<file path="src/rtl/bullet_ctrl.sv">
// Tank bullet engine: launches on fire, steps once per frame, flags brick pixels
// under the bullet for erasure, and draws the bullet / explosion overlay.
module bullet_ctrl #(
   parameter int COLOR_BITS     = 24,
   parameter int H_ACTIVE       = 640,
   parameter int V_ACTIVE       = 480,
   parameter int TANK_SIZE      = 32,
   parameter int BULLET_SIZE    = 4,
   parameter int SPEED          = 4,
   parameter int EXPLODE_SIZE   = 16,
   parameter int EXPLODE_FRAMES = 8,
   parameter logic [COLOR_BITS-1:0] BULLET_COLOR  = 24'hFFFFFF,
   parameter logic [COLOR_BITS-1:0] EXPLODE_COLOR = 24'h00A5FF
) (
   input  logic                    clk_i,
   input  logic                    reset_i,
   input  logic                    fire_i,
   input  logic [9:0]              tank_x_i,
   input  logic [9:0]              tank_y_i,
   input  logic [1:0]              tank_dir_i,
   input  logic                    display_enable_i,
   input  logic [9:0]              hpos_i,
   input  logic [9:0]              vpos_i,
   input  logic                    all_hard_block_i,
   input  logic                    destroyable_block_i,
   output logic                    bullet_collide_o,
   output logic                    bullet_active_o,
   output logic                    bullet_enable_o,
   output logic [COLOR_BITS/3-1:0] bullet_blue_o,
   output logic [COLOR_BITS/3-1:0] bullet_green_o,
   output logic [COLOR_BITS/3-1:0] bullet_red_o
);
   localparam int CW = COLOR_BITS/3;
   localparam int EW = (EXPLODE_FRAMES > 1) ? $clog2(EXPLODE_FRAMES) : 1;
   localparam logic [10:0] VA   = 11'(V_ACTIVE);
   localparam logic [10:0] BS1  = 11'(BULLET_SIZE-1);
   localparam logic [10:0] ES1  = 11'(EXPLODE_SIZE-1);
   localparam logic [10:0] EOFF = 11'(EXPLODE_SIZE/2 - BULLET_SIZE/2);
   localparam logic [10:0] SPD  = 11'(SPEED);
   localparam logic [10:0] HLIM = 11'(H_ACTIVE-BULLET_SIZE);
   localparam logic [10:0] VLIM = 11'(V_ACTIVE-BULLET_SIZE);
   localparam logic [9:0]  LOFF = 10'(TANK_SIZE/2 - BULLET_SIZE/2);

   typedef enum logic [1:0] {IDLE, FLYING, EXPLODE} state_t;

   state_t          state;
   logic [9:0]      bx, by;
   logic [1:0]      dir;
   logic            hit_flag, fire_pend, vsync_q;
   logic [EW-1:0]   exp_cnt;

   logic [10:0] h11, v11, bx11, by11;
   logic        ft, in_box, in_exp, hit_pix;
   logic [COLOR_BITS-1:0] pix;

   assign h11  = {1'b0, hpos_i};
   assign v11  = {1'b0, vpos_i};
   assign bx11 = {1'b0, bx};
   assign by11 = {1'b0, by};
   assign ft   = (v11 == VA) && !vsync_q;

   assign in_box = (state == FLYING) &&
                   (h11 >= bx11) && (h11 <= bx11 + BS1) &&
                   (v11 >= by11) && (v11 <= by11 + BS1);
   // Explosion box origin may sit left/above zero, so compare with the offset
   // moved onto the pixel side instead of subtracting from bx/by.
   assign in_exp = (state == EXPLODE) &&
                   (h11 + EOFF >= bx11) && (h11 + EOFF <= bx11 + ES1) &&
                   (v11 + EOFF >= by11) && (v11 + EOFF <= by11 + ES1);

   assign hit_pix          = in_box && display_enable_i && all_hard_block_i;
   assign bullet_collide_o = in_box && display_enable_i && destroyable_block_i;
   assign bullet_enable_o  = display_enable_i && (in_box || in_exp);

   always_comb begin
      pix = '0;
      if (in_box)      pix = BULLET_COLOR;
      else if (in_exp) pix = EXPLODE_COLOR;
   end
   assign bullet_blue_o  = pix[3*CW-1:2*CW];
   assign bullet_green_o = pix[2*CW-1:CW];
   assign bullet_red_o   = pix[CW-1:0];

   always_ff @(posedge clk_i) begin
      if (reset_i) begin
         state           <= IDLE;
         bx              <= '0;
         by              <= '0;
         dir             <= '0;
         hit_flag        <= 1'b0;
         fire_pend       <= 1'b0;
         exp_cnt         <= '0;
         vsync_q         <= 1'b0;
         bullet_active_o <= 1'b0;
      end else begin
         vsync_q <= (v11 == VA);
         case (state)
            IDLE: begin
               if (ft && (fire_pend || fire_i)) begin
                  dir             <= tank_dir_i;
                  bx              <= tank_x_i + LOFF;
                  by              <= tank_y_i + LOFF;
                  fire_pend       <= 1'b0;
                  hit_flag        <= 1'b0;
                  state           <= FLYING;
                  bullet_active_o <= 1'b1;
               end else if (fire_i) begin
                  fire_pend <= 1'b1;
               end
            end
            FLYING: begin
               if (ft) begin
                  hit_flag <= 1'b0;
                  // A hit seen anywhere in the frame beats the boundary check.
                  if (hit_flag || hit_pix) begin
                     state   <= EXPLODE;
                     exp_cnt <= EW'(EXPLODE_FRAMES-1);
                  end else begin
                     case (dir)
                        2'b00: if (by11 < SPD) begin state <= IDLE; bullet_active_o <= 1'b0; end
                               else by <= by - 10'(SPEED);
                        2'b01: if (bx11 + SPD > HLIM) begin state <= IDLE; bullet_active_o <= 1'b0; end
                               else bx <= bx + 10'(SPEED);
                        2'b10: if (by11 + SPD > VLIM) begin state <= IDLE; bullet_active_o <= 1'b0; end
                               else by <= by + 10'(SPEED);
                        default: if (bx11 < SPD) begin state <= IDLE; bullet_active_o <= 1'b0; end
                                 else bx <= bx - 10'(SPEED);
                     endcase
                  end
               end else if (hit_pix) begin
                  hit_flag <= 1'b1;
               end
            end
            EXPLODE: begin
               if (ft) begin
                  if (exp_cnt == '0) begin
                     state           <= IDLE;
                     bullet_active_o <= 1'b0;
                  end else begin
                     exp_cnt <= exp_cnt - 1'b1;
                  end
               end
            end
            default: begin
               state           <= IDLE;
               bullet_active_o <= 1'b0;
            end
         endcase
      end
   end
endmodule

</file>
<file path="config.mk">
export PLATFORM = sky130hd
export DESIGN_NAME = bullet_ctrl
export DESIGN_NICKNAME = d
export VERILOG_FILES = /design/src/rtl/bullet_ctrl.sv
export SDC_FILE = /design/constraint.sdc
export NUM_CORES = 1
export LEC_CHECK = 0
export BUFFER_PORTS_ARGS = -buffer_cell sky130_fd_sc_hd__buf_4
export CAP_MARGIN = 20
export CORE_MARGIN = 2
export CORE_UTILIZATION = 43
export DETAILED_ROUTE_END_ITERATION = 12
export GPL_ROUTABILITY_DRIVEN = 0
export SYNTH_ARGS = -nofsm -noshare
export SYNTH_HDL_FRONTEND = slang
export SYNTH_SLANG_ARGS = --single-unit
</file>
<file path="constraint.sdc">
create_clock -name clk_i -period 5.94 [get_ports clk_i]
set_input_delay 0.297 -clock clk_i [delete_from_list [all_inputs] [get_ports clk_i]]
set_output_delay 0.297 -clock clk_i [all_outputs]
set_load 0.005 [all_outputs]
</file>
==> flow_summary_export.csv, run 1 <==
group,metric,value,unit
run_status,status,"finished clean",
synth,syn-cell-area,5390,um^2
setup_path,timing.critical_path.required,5.64,ns
synth,ys.flop_type,"dfxtp_1",
global_route,gr-usage-met3,2.30,%
timing,finClkSkew,0.00671,ns
die,start_util,44.5,%
die,die_h,116,um
power,switchingPower,180,uW
synth,synth_top_family_by_area,"simple AND/OR/NAND/NOR gates",
job,maxCapViolCount,0,
routing,ant_nets,0,
synth,synth.avg_cell_area,7.35,um^2
synth,ys_seq_area_share,11.5,%
die,die_area,13400,um^2
clocking,cts_buffers,5,
min_path,hold_depth,3,
die,die_x,116,um
synth,ys_types,65,
min_path,worstHoldEndpoint,"dir[0]",
placed_design,place_area,5890,um^2
power,intPower,467,uW
global_route,grt-ovfl-total,0,
setup_path,crit_start,"by[4]",
synth,ys_warn_count,0,
routing,firstDrtPassIters,5,
finish,stdcell_area,6040,um^2
synth,async_flop_share,0,%
timing,slew_headroom,42.5,%
timing,fin_tns_setup,0,ns
global_route,antenna_found_initial,0,
setup_path,crit_fanout,17,
timing,slew_viol_final,0,
power,p_comb_share,26.6,%
die,io_pins,75,
power,ir_drop,0.123,mV
finish,syn2layout_area_growth,12.1,%
setup_path,worst_setup_path_end_kind,"output port",
synth,synth_compound_area_share,23.0,%
global_route,top_usage_layer,"met2",
clocking,clk_pin_slew,0.05,ns
placed_design,io_buffers,74,
clocking,clock_latency,0.28,ns
clocking,cts.hold.buffers_added,0,
finish,drive_above_1_share,12.5,%
power,pwr-share-seq,32.3,%
power,p_leak,2.45,nW
global_route,grt_pass1_wl,25.2,mm
global_route,grt_pass1_vias,5201,
synth,synthXorXnorAreaFrac,9.59,%
timing,rsz0062_at_grt,"no",
timing,layout_min_cycle_time,4.59,ns
routing,post_drt_wl_per_cell,16.3,um
routing,via_per_inst,5.78,
setup_path,reg2reg_to,"by[3]",
clocking,cts_resized,0,
timing,final.period_utilization,77.3,%
finish,nNetsFinal,911,
timing,hold_slack,0.280,ns
global_route,use_met1,32.9,%
routing,route.vias.total,5389,
routing,drcViolationCount,0,
synth,synth_seq_cells,31,
setup_path,startpoint_type,"flip-flop",
die,fp-row-count,40,
global_route,met2_usage,37.7,%
timing,hold_violations,0,
timing,tightest_slew,0.859,ns
clocking,cts.sinks,31,
clocking,htree_levels,2,
placed_design,dp_hpwl,12.4,mm
finish,mostFrequentLayoutCell,"ha_1",
synth,syn_inst,733,
min_path,min-delay-start,"tank_dir_i[0]",
timing,fmax,218,MHz
power,switching_share,27.8,%
synth,synth_nets,880,
setup_path,r2r_cells,13,
synth,synth_edf_count,0,
synth,synthSimpleGateAreaFrac,23.5,%
clocking,cts_tree,"done",
min_path,hold_class,"in -> reg",
finish,layout_common_cells,"ha_1, buf_4, nand2_1",
routing,drt_iter0_drc,423,
setup_path,cp.arrival,4.30,ns
die,core,12100,um^2
global_route,grt_use_total,23.2,%
synth,synthAdderAreaFrac,23.0,%
synth,muxShareOfSynthArea,0.789,%
placed_design,place_inst,925,
finish,n_antenna_cell,0,
setup_path,reg2reg_slack,1.59,ns
global_route,grt_max_degree,25,
timing,setup_viol,0,
finish,fin_cells,933,
routing,wirelength,15.2,mm
clocking,clockBufferDepth,2,
clocking,cts_post_setup_buffers_inserted,0,
setup_path,criticalPathCategory,"reg -> out",
setup_path,reg2reg_from,"by[4]",
power,pwr_density_cell,107,nW/um^2
clocking,cts_root_buf,"clkbuf_16",
power,p_clk_share,41.1,%
-- Yosys cell counts (3+ instances only) --
cell type | instances | area [um^2]
or3_1 | 4 | 25.0
o21ai_0 | 38 | 190
buf_4 | 23 | 173
nor3_1 | 32 | 160
or4_1 | 4 | 30.0
clkbuf_1 | 26 | 97.6
a221oi_1 | 4 | 35.0
o31ai_1 | 3 | 22.5
ha_1 | 99 | 1240
a31oi_1 | 12 | 75.1
inv_1 | 42 | 158
nand2b_1 | 4 | 25.0
dfxtp_1 | 31 | 621
xor2_1 | 13 | 114
and2_1 | 5 | 31.3
o211ai_1 | 13 | 97.6
nand2_1 | 72 | 270
nor4_1 | 5 | 31.3
a21oi_1 | 44 | 220
o21a_1 | 12 | 90.1
nor2_1 | 54 | 203
clkinv_1 | 5 | 18.8
nor2b_1 | 12 | 75.1
a2111oi_0 | 5 | 43.8
nand4_1 | 16 | 100
a21o_1 | 13 | 97.6
or2_2 | 3 | 18.8
and3_1 | 7 | 43.8
xnor2_1 | 46 | 403
a32o_1 | 6 | 60.1
and4_1 | 3 | 26.3
o21bai_1 | 3 | 22.5
a211oi_1 | 7 | 52.6
nand3_1 | 25 | 125
nand3b_1 | 3 | 22.5
-- routing by layer --
| layer | up-vias | wire length, um |
|---|---|---|
| met2 | 186 | 6600 |
| li1 | 2697 | - |
| met1 | 2481 | 7390 |
| met5 | - | 0 |
| met4 | 0 | 291 |
| met3 | 25 | 943 |
-- cell type report --
type	count	area (um^2)
multi-input cells	603	4310
inverters	47	176
well taps	168	210
clock buffers	8	156
flip-flops and latches	31	621
fillers	1215	6070
repair buffers	76	571
-- per-stage QoR --
stage	setup WS, ns	util [%]	power, mW
5_1_grt	0.983	49.9	0.685
6_report	1.35	49.9	0.648
3_5_place_dp	1.66	48.6	0.384
4_1_cts	1.35	49.9	0.654
2_1_floorplan	1.37	-	0.316
3_3_place_gp	1.81	48.6	0.378
-- sequential cells by signal (all words and copies together) (netlist names) --
register,cells
bx,10
by,10
exp_cnt,3
dir,2
state,2
bullet_active_o,1
fire_pend,1
hit_flag,1
vsync_q,1
-- power by group through the flow --
stage	combinational (mW)	clock, mW	sequential (mW)
2_1_floorplan	0.103	0	0.213
3_3_place_gp	0.164	0	0.213
3_5_place_dp	0.171	0	0.214
4_1_cts	0.172	0.273	0.209
5_1_grt	0.196	0.280	0.209
6_report	0.172	0.266	0.209
-- cells by family after synthesis --
group,after synthesis
simple gates,256
compound gates,185
buf+inv,99
fa+ha+maj,99
xor+xnor,59
flops,31
mux,4
-- worst max-delay path by stage --
stage                                 end  cells past startpoint
after global placement    bullet_enable_o                     15
final                     bullet_enable_o                     15
after CTS                 bullet_enable_o                     15
after global routing      bullet_enable_o                     15
after detailed placement            by[3]                     13
after floorplan           bullet_enable_o                     14
-- worst max-delay path: stages (launching register included) --
cell     delay (ns)
dfxtp_1        0.66
nand3_1        0.23
or2_2          0.34
nor3_1         0.28
nand2_1        0.11
xnor2_1        0.14
ha_1           0.32
nand4_1        0.10
or3_1          0.33
a31oi_1        0.23
nand2_1        0.13
nor4b_2        0.30
buf_4          0.22
a41o_1         0.34
and2_1         0.18
buf_4          0.10
(Power assumes the default switching activity.)
==> run 2: changes to the inputs <==
==> constraint.sdc (replaced) <==
create_clock -name clk_i -period 4.25 [get_ports clk_i]
set_input_delay 0.2125 -clock clk_i [delete_from_list [all_inputs] [get_ports clk_i]]
set_output_delay 0.2125 -clock clk_i [all_outputs]
set_load 0.005 [all_outputs]
==> flow_summary_export.csv, run 2 (synthesized netlist as in run 1, its figures left out) <==
group,metric,value,unit
run_status,status,"finished clean",
global_route,grt_pass1_vias,5093,
placed_design,place_inst,936,
clocking,cts_root_buf,"clkbuf_16",
die,io_pins,75,
die,start_util,44.5,%
finish,regArea,624,um^2
clocking,htree_levels,2,
power,ir_drop,0.171,mV
timing,fmax,256,MHz
timing,final.period_utilization,92.0,%
die,die_h,116,um
setup_path,crit_buf_inv,3,
clocking,cts_post_setup_buffers_inserted,0,
min_path,hold_class,"in -> reg",
die,core,12100,um^2
finish,layout_common_cells,"ha_1, buf_4, nand2_1",
setup_path,cp.arrival,3.70,ns
finish,syn2layout_area_growth,13.7,%
power,total_power,894,uW
global_route,grt_use_total,23.5,%
routing,ant_nets,0,
setup_path,worst_setup_path_end_kind,"output port",
routing,wirelength,15.4,mm
global_route,antenna_found_initial,0,
routing,route.vias.total,5486,
timing,slew_viol_final,0,
finish,reg.largest.list,"bx x10, by x10, exp_cnt x3",
finish,drive_above_1_share,14.5,%
timing,layout_min_cycle_time,3.91,ns
timing,setup_viol,0,
setup_path,crit_chain,"inv_1 -> ha_1 -> o21ai_0 -> nor2b_1 -> nand3_1 -> xnor2_1 -> ha_1 -> a21o_1 -> a21o_1 -> a21oi_1 -> o21ai_0 -> a21oi_1 -> a41o_1 -> buf_4 -> and2_1 -> buf_4",
setup_path,cpLargestDelayFamily,"compound AO/OA/AOI/OAI gates",
finish,multi_input_area,4320,um^2
die,die_area,13400,um^2
power,p_leak,2.50,nW
clocking,cts_tree,"done",
timing,hold_violations,0,
setup_path,cp_slowest_cell,"dfxtp_1",
clocking,cts_buffers,5,
placed_design,dp_hpwl,12.5,mm
setup_path,timing.critical_path.required,4.04,ns
finish,fillerInstances,1224,
routing,drt_iter0_drc,467,
timing,fin_tns_setup,0,ns
timing,finClkSkew,0.00420,ns
setup_path,crit_fanout,13,
timing,slew_headroom,47.9,%
die,fp-row-count,40,
global_route,grt_max_degree,25,
placed_design,io_buffers,74,
setup_path,criticalPathCategory,"reg -> out",
timing,rsz0062_at_grt,"no",
setup_path,startpoint_type,"flip-flop",
clocking,clockBufferDepth,2,
finish,n_antenna_cell,0,
clocking,clk_pin_slew,0.05,ns
global_route,grt_pass1_wl,25.4,mm
power,pwr_density_cell,146,nW/um^2
routing,via_per_inst,5.82,
finish,nNetsFinal,922,
finish,fin_cells,943,
routing,drcViolationCount,0,
clocking,clock_latency,0.28,ns
die,die_x,116,um
job,maxCapViolCount,0,
routing,post_drt_wl_per_cell,16.4,um
setup_path,cpPeakStageDelay,0.52,ns
timing,tightest_slew,0.779,ns
routing,firstDrtPassIters,5,
clocking,cts.sinks,31,
global_route,grt-ovfl-total,0,
finish,mostFrequentLayoutCell,"ha_1",
==> run 2: cell count changes in the layout (fill, tap and decap cells not counted) <==
cell,before,now
nor3_2,1,2
dfxtp_1,31,28
dfxtp_2,0,3
clkinv_2,0,1
ha_1,99,98
clkbuf_1,1,0
clkbuf_8,2,1
nor3_1,32,31
buf_4,76,87
ha_2,0,1
==> run 2: report_power, final <==
part	switching, mW	internal (mW)	total, mW	leakage (nW)
registers	0.000577	0.292	0.292	0.251
clock network	0.134	0.229	0.363	0.0727
logic	0.127	0.112	0.239	2.18
==> run 2: metal layers <==
metal | part of all wire [%] | GRT usage [%] | up-vias
met4 | 1.6 | 6.03 | 0
met3 | 6.6 | 1.83 | 27
met1 | 49 | 34.3 | 2523
met2 | 43 | 37.3 | 214
met5 | 0 | 0 | -
li1 | - | - | 2722
==> run 2: worst paths after layout <==
| check | slack [ns] | cells after the start | from | to |
|---|---|---|---|---|
| worst max-delay path | 0.34 | 16 | bx[2] | bullet_enable_o |
| worst min-delay path | 0.19 | 3 | tank_dir_i[0] | dir[0] |
| worst max register to register | 0.54 | 13 | bx[7] | by[3] |
| worst min register to register | 0.47 | 2 | dir[0] | dir[0] |
==> run 2: what timing repair did <==
item	in CTS	in global routing
endpoints found under the setup margin	0	27
gates resized for setup	0	5
hold buffers	0	0
==> run 2: stage by stage <==
stage | cell area [um^2] | setup slack, ns | hold WS [ns] | utilization [%]
2_1_floorplan | 5400 | 0.243 | 0.353 | -
3_3_place_gp | 5970 | 0.519 | 0.462 | 49.3
3_5_place_dp | 5970 | 0.397 | 0.464 | 49.3
4_1_cts | 6110 | 0.0832 | 0.186 | 50.5
5_1_grt | 6120 | 0.0315 | 0.197 | 50.6
6_report | 6120 | 0.340 | 0.189 | 50.6
==> run 2: worst register-to-register path, cell delays in order, from the launching register on <==
cell and delay (ns):
dfxtp_1 0.54, clkinv_1 0.37, nor2_1 0.34, nand2b_1 0.11, xnor2_1 0.13, ha_1 0.30, nand3_1 0.12, nor3_1 0.07
a21oi_1 0.11, o211ai_1 0.12, a41oi_1 0.52, a31oi_1 0.23, a2111oi_0 0.49, a31o_1 0.19
==> run 2: layout make-up <==
class	instances	share of cell area [%]
timing repair buffer	87	10.7
tap	168	3.43
clock inverter	1	0.0817
clock buffer	6	2.27
sequential	31	10.2
inverter	47	2.88
multi-input combinational	603	70.5
==> run 3: changes to the inputs <==
--- a/config.mk
+++ b/config.mk
@@ -7,10 +7,13 @@
 export LEC_CHECK = 0
 export BUFFER_PORTS_ARGS = -buffer_cell sky130_fd_sc_hd__buf_4
 export CAP_MARGIN = 20
+export CELL_PAD_IN_SITES_DETAIL_PLACEMENT = 1
+export CELL_PAD_IN_SITES_GLOBAL_PLACEMENT = 1
 export CORE_MARGIN = 2
 export CORE_UTILIZATION = 43
 export DETAILED_ROUTE_END_ITERATION = 12
 export GPL_ROUTABILITY_DRIVEN = 0
+export PLACE_DENSITY_LB_ADDON = 0.1
 export SYNTH_ARGS = -nofsm -noshare
 export SYNTH_HDL_FRONTEND = slang
 export SYNTH_SLANG_ARGS = --single-unit
==> flow_summary_export.csv, run 3 (synthesized netlist as in run 1, its figures left out) <==
group,metric,value,unit
timing,hold_slack,0.191,ns
timing,fmax,253,MHz
setup_path,cp_slowest_cell,"dfxtp_1",
setup_path,startpoint_type,"flip-flop",
power,pwr-share-seq,32.5,%
global_route,grt_pass1_vias,5756,
clocking,clockBufferDepth,2,
routing,drt_iter0_drc,328,
global_route,grt_pass1_wl,28.6,mm
die,fp-row-count,40,
placed_design,dp_slack,0.187,ns
setup_path,r2r_cells,12,
timing,fin_tns_setup,0,ns
finish,nNetsFinal,921,
finish,reg.largest.list,"bx x10, by x10, exp_cnt x3",
setup_path,timing.critical_path.required,4.04,ns
die,core,12100,um^2
die,die_h,116,um
finish,syn2layout_area_growth,13.5,%
routing,via_per_inst,5.96,
global_route,grt_use_total,26.5,%
setup_path,crit_chain,"clkinv_1 -> nor2_1 -> nand2b_1 -> xnor2_1 -> ha_1 -> nand3_1 -> nor3_1 -> a21oi_1 -> o211ai_1 -> nand2_1 -> nor4b_2 -> a41o_2 -> and2_1 -> buf_4",
min_path,hold_depth,3,
routing,route.vias.total,5610,
finish,fin_cells,942,
setup_path,reg2reg_slack,0.38,ns
placed_design,io_buffers,74,
clocking,htree_levels,2,
clocking,clock_latency,0.28,ns
power,switching_share,29.4,%
power,intPower,634,uW
timing,finClkSkew,0.00408,ns
timing,layout_min_cycle_time,3.95,ns
timing,slew_headroom,43.4,%
placed_design,dp_hpwl,14.2,mm
die,die_area,13400,um^2
timing,hold_violations,0,
routing,wirelength,17.4,mm
global_route,grt_max_degree,25,
run_status,status,"finished clean",
die,die_x,116,um
min_path,min-delay-start,"tank_x_i[0]",
timing,slew_viol_final,0,
routing,ant_nets,0,
global_route,grt-ovfl-total,0,
job,maxCapViolCount,0,
die,io_pins,75,
timing,rsz0062_at_grt,"no",
power,pwr_density_cell,147,nW/um^2
power,p_clk_share,40.1,%
power,ir_drop,0.151,mV
die,start_util,44.5,%
finish,n_antenna_cell,0,
power,p_comb_share,27.4,%
global_route,antenna_found_initial,0,
power,p_leak,2.49,nW
timing,layout_setup_ws,0.297,ns
finish,regArea,623,um^2
placed_design,place_area,5960,um^2
power,total_power,898,uW
clocking,cts_root_buf,"clkbuf_16",
setup_path,reg2reg_from,"bx[2]",
finish,drive_above_1_share,14.3,%
finish,fin_util,50.5,%
timing,tightest_slew,0.846,ns
setup_path,cp.arrival,3.74,ns
placed_design,place_inst,935,
setup_path,cpPeakStageDelay,0.57,ns
routing,firstDrtPassIters,5,
power,switchingPower,264,uW
clocking,clk_pin_slew,0.05,ns
setup_path,reg2reg_to,"by[5]",
finish,mostFrequentLayoutCell,"ha_1",
setup_path,worst_setup_path_end_kind,"output port",
clocking,cts_buffers,5,
finish,fillerInstances,1607,
finish,stdcell_area,6120,um^2
routing,drcViolationCount,0,
clocking,cts_tree,"done",
min_path,worstHoldEndpoint,"bx[0]",
clocking,cts.sinks,31,
routing,post_drt_wl_per_cell,18.4,um
finish,layout_common_cells,"ha_1, buf_4, nand2_1",
finish,multi_input_area,4320,um^2
timing,final.period_utilization,93.0,%
timing,setup_viol,0,
setup_path,crit_fanout,13,
setup_path,criticalPathCategory,"reg -> out",
min_path,hold_class,"in -> reg",
setup_path,crit_start,"bx[7]",
[run 3: cell type report]
class / instances / share of cell area [%]
Multi-Input combinational cell: 603 / 70.6
Timing Repair Buffer: 86 / 10.6
Sequential cell: 31 / 10.2
Tap cell: 168 / 3.44
Inverter: 47 / 2.88
Clock buffer: 6 / 2.27
Clock inverter: 1 / 0.0818
[run 3: routing by layer]
layer  vias up  track usage [%]  share of wire (%)
li1       2736                -                  -
met1      2655             37.2                 48
met2       187             43.2                 44
met3        32             2.25                5.1
met4         0             8.10                2.7
met5         -                0                  0
[run 3: worst max path at each step]
| stage | cells after the start | end | slack, ns |
|---|---|---|---|
| floorplan | 14 | bullet_enable_o | 0.24 |
| global placement | 10 | by[5] | 0.49 |
| detailed placement | 14 | bullet_enable_o | 0.19 |
| CTS | 14 | bullet_enable_o | 0.1 |
| global route | 14 | bullet_enable_o | 0.002 |
| finish | 14 | bullet_enable_o | 0.30 |
[run 3: power groups by stage]
stage               registers [mW]  logic, mW  clock network [mW]
floorplan                    0.298      0.144                   0
global placement             0.298      0.230                   0
detailed placement           0.298      0.244                   0
CTS                          0.292      0.246               0.361
global route                 0.292      0.278               0.372
finish                       0.292      0.246               0.360
[run 3: critical path: cells and delay by family, from the launching register on]
family                   cells  cell delay, ns
AND/OR/NAND/NOR              7            1.51
flip-flops                   1            0.57
buffers and inverters        2            0.48
AO/OA/AOI/OAI                3            0.46
adder cells (fa/ha/maj)      1            0.30
XOR/XNOR                     1            0.14
[run 3: timing repair]
| action | 4_1_cts | 5_1_grt |
|---|---|---|
| setup buffers | 0 | 0 |
| hold buffers | 0 | 0 |
| resized for setup | 2 | 3 |
| cloned | 0 | 0 |
| endpoints found under the setup margin | 13 | 14 |
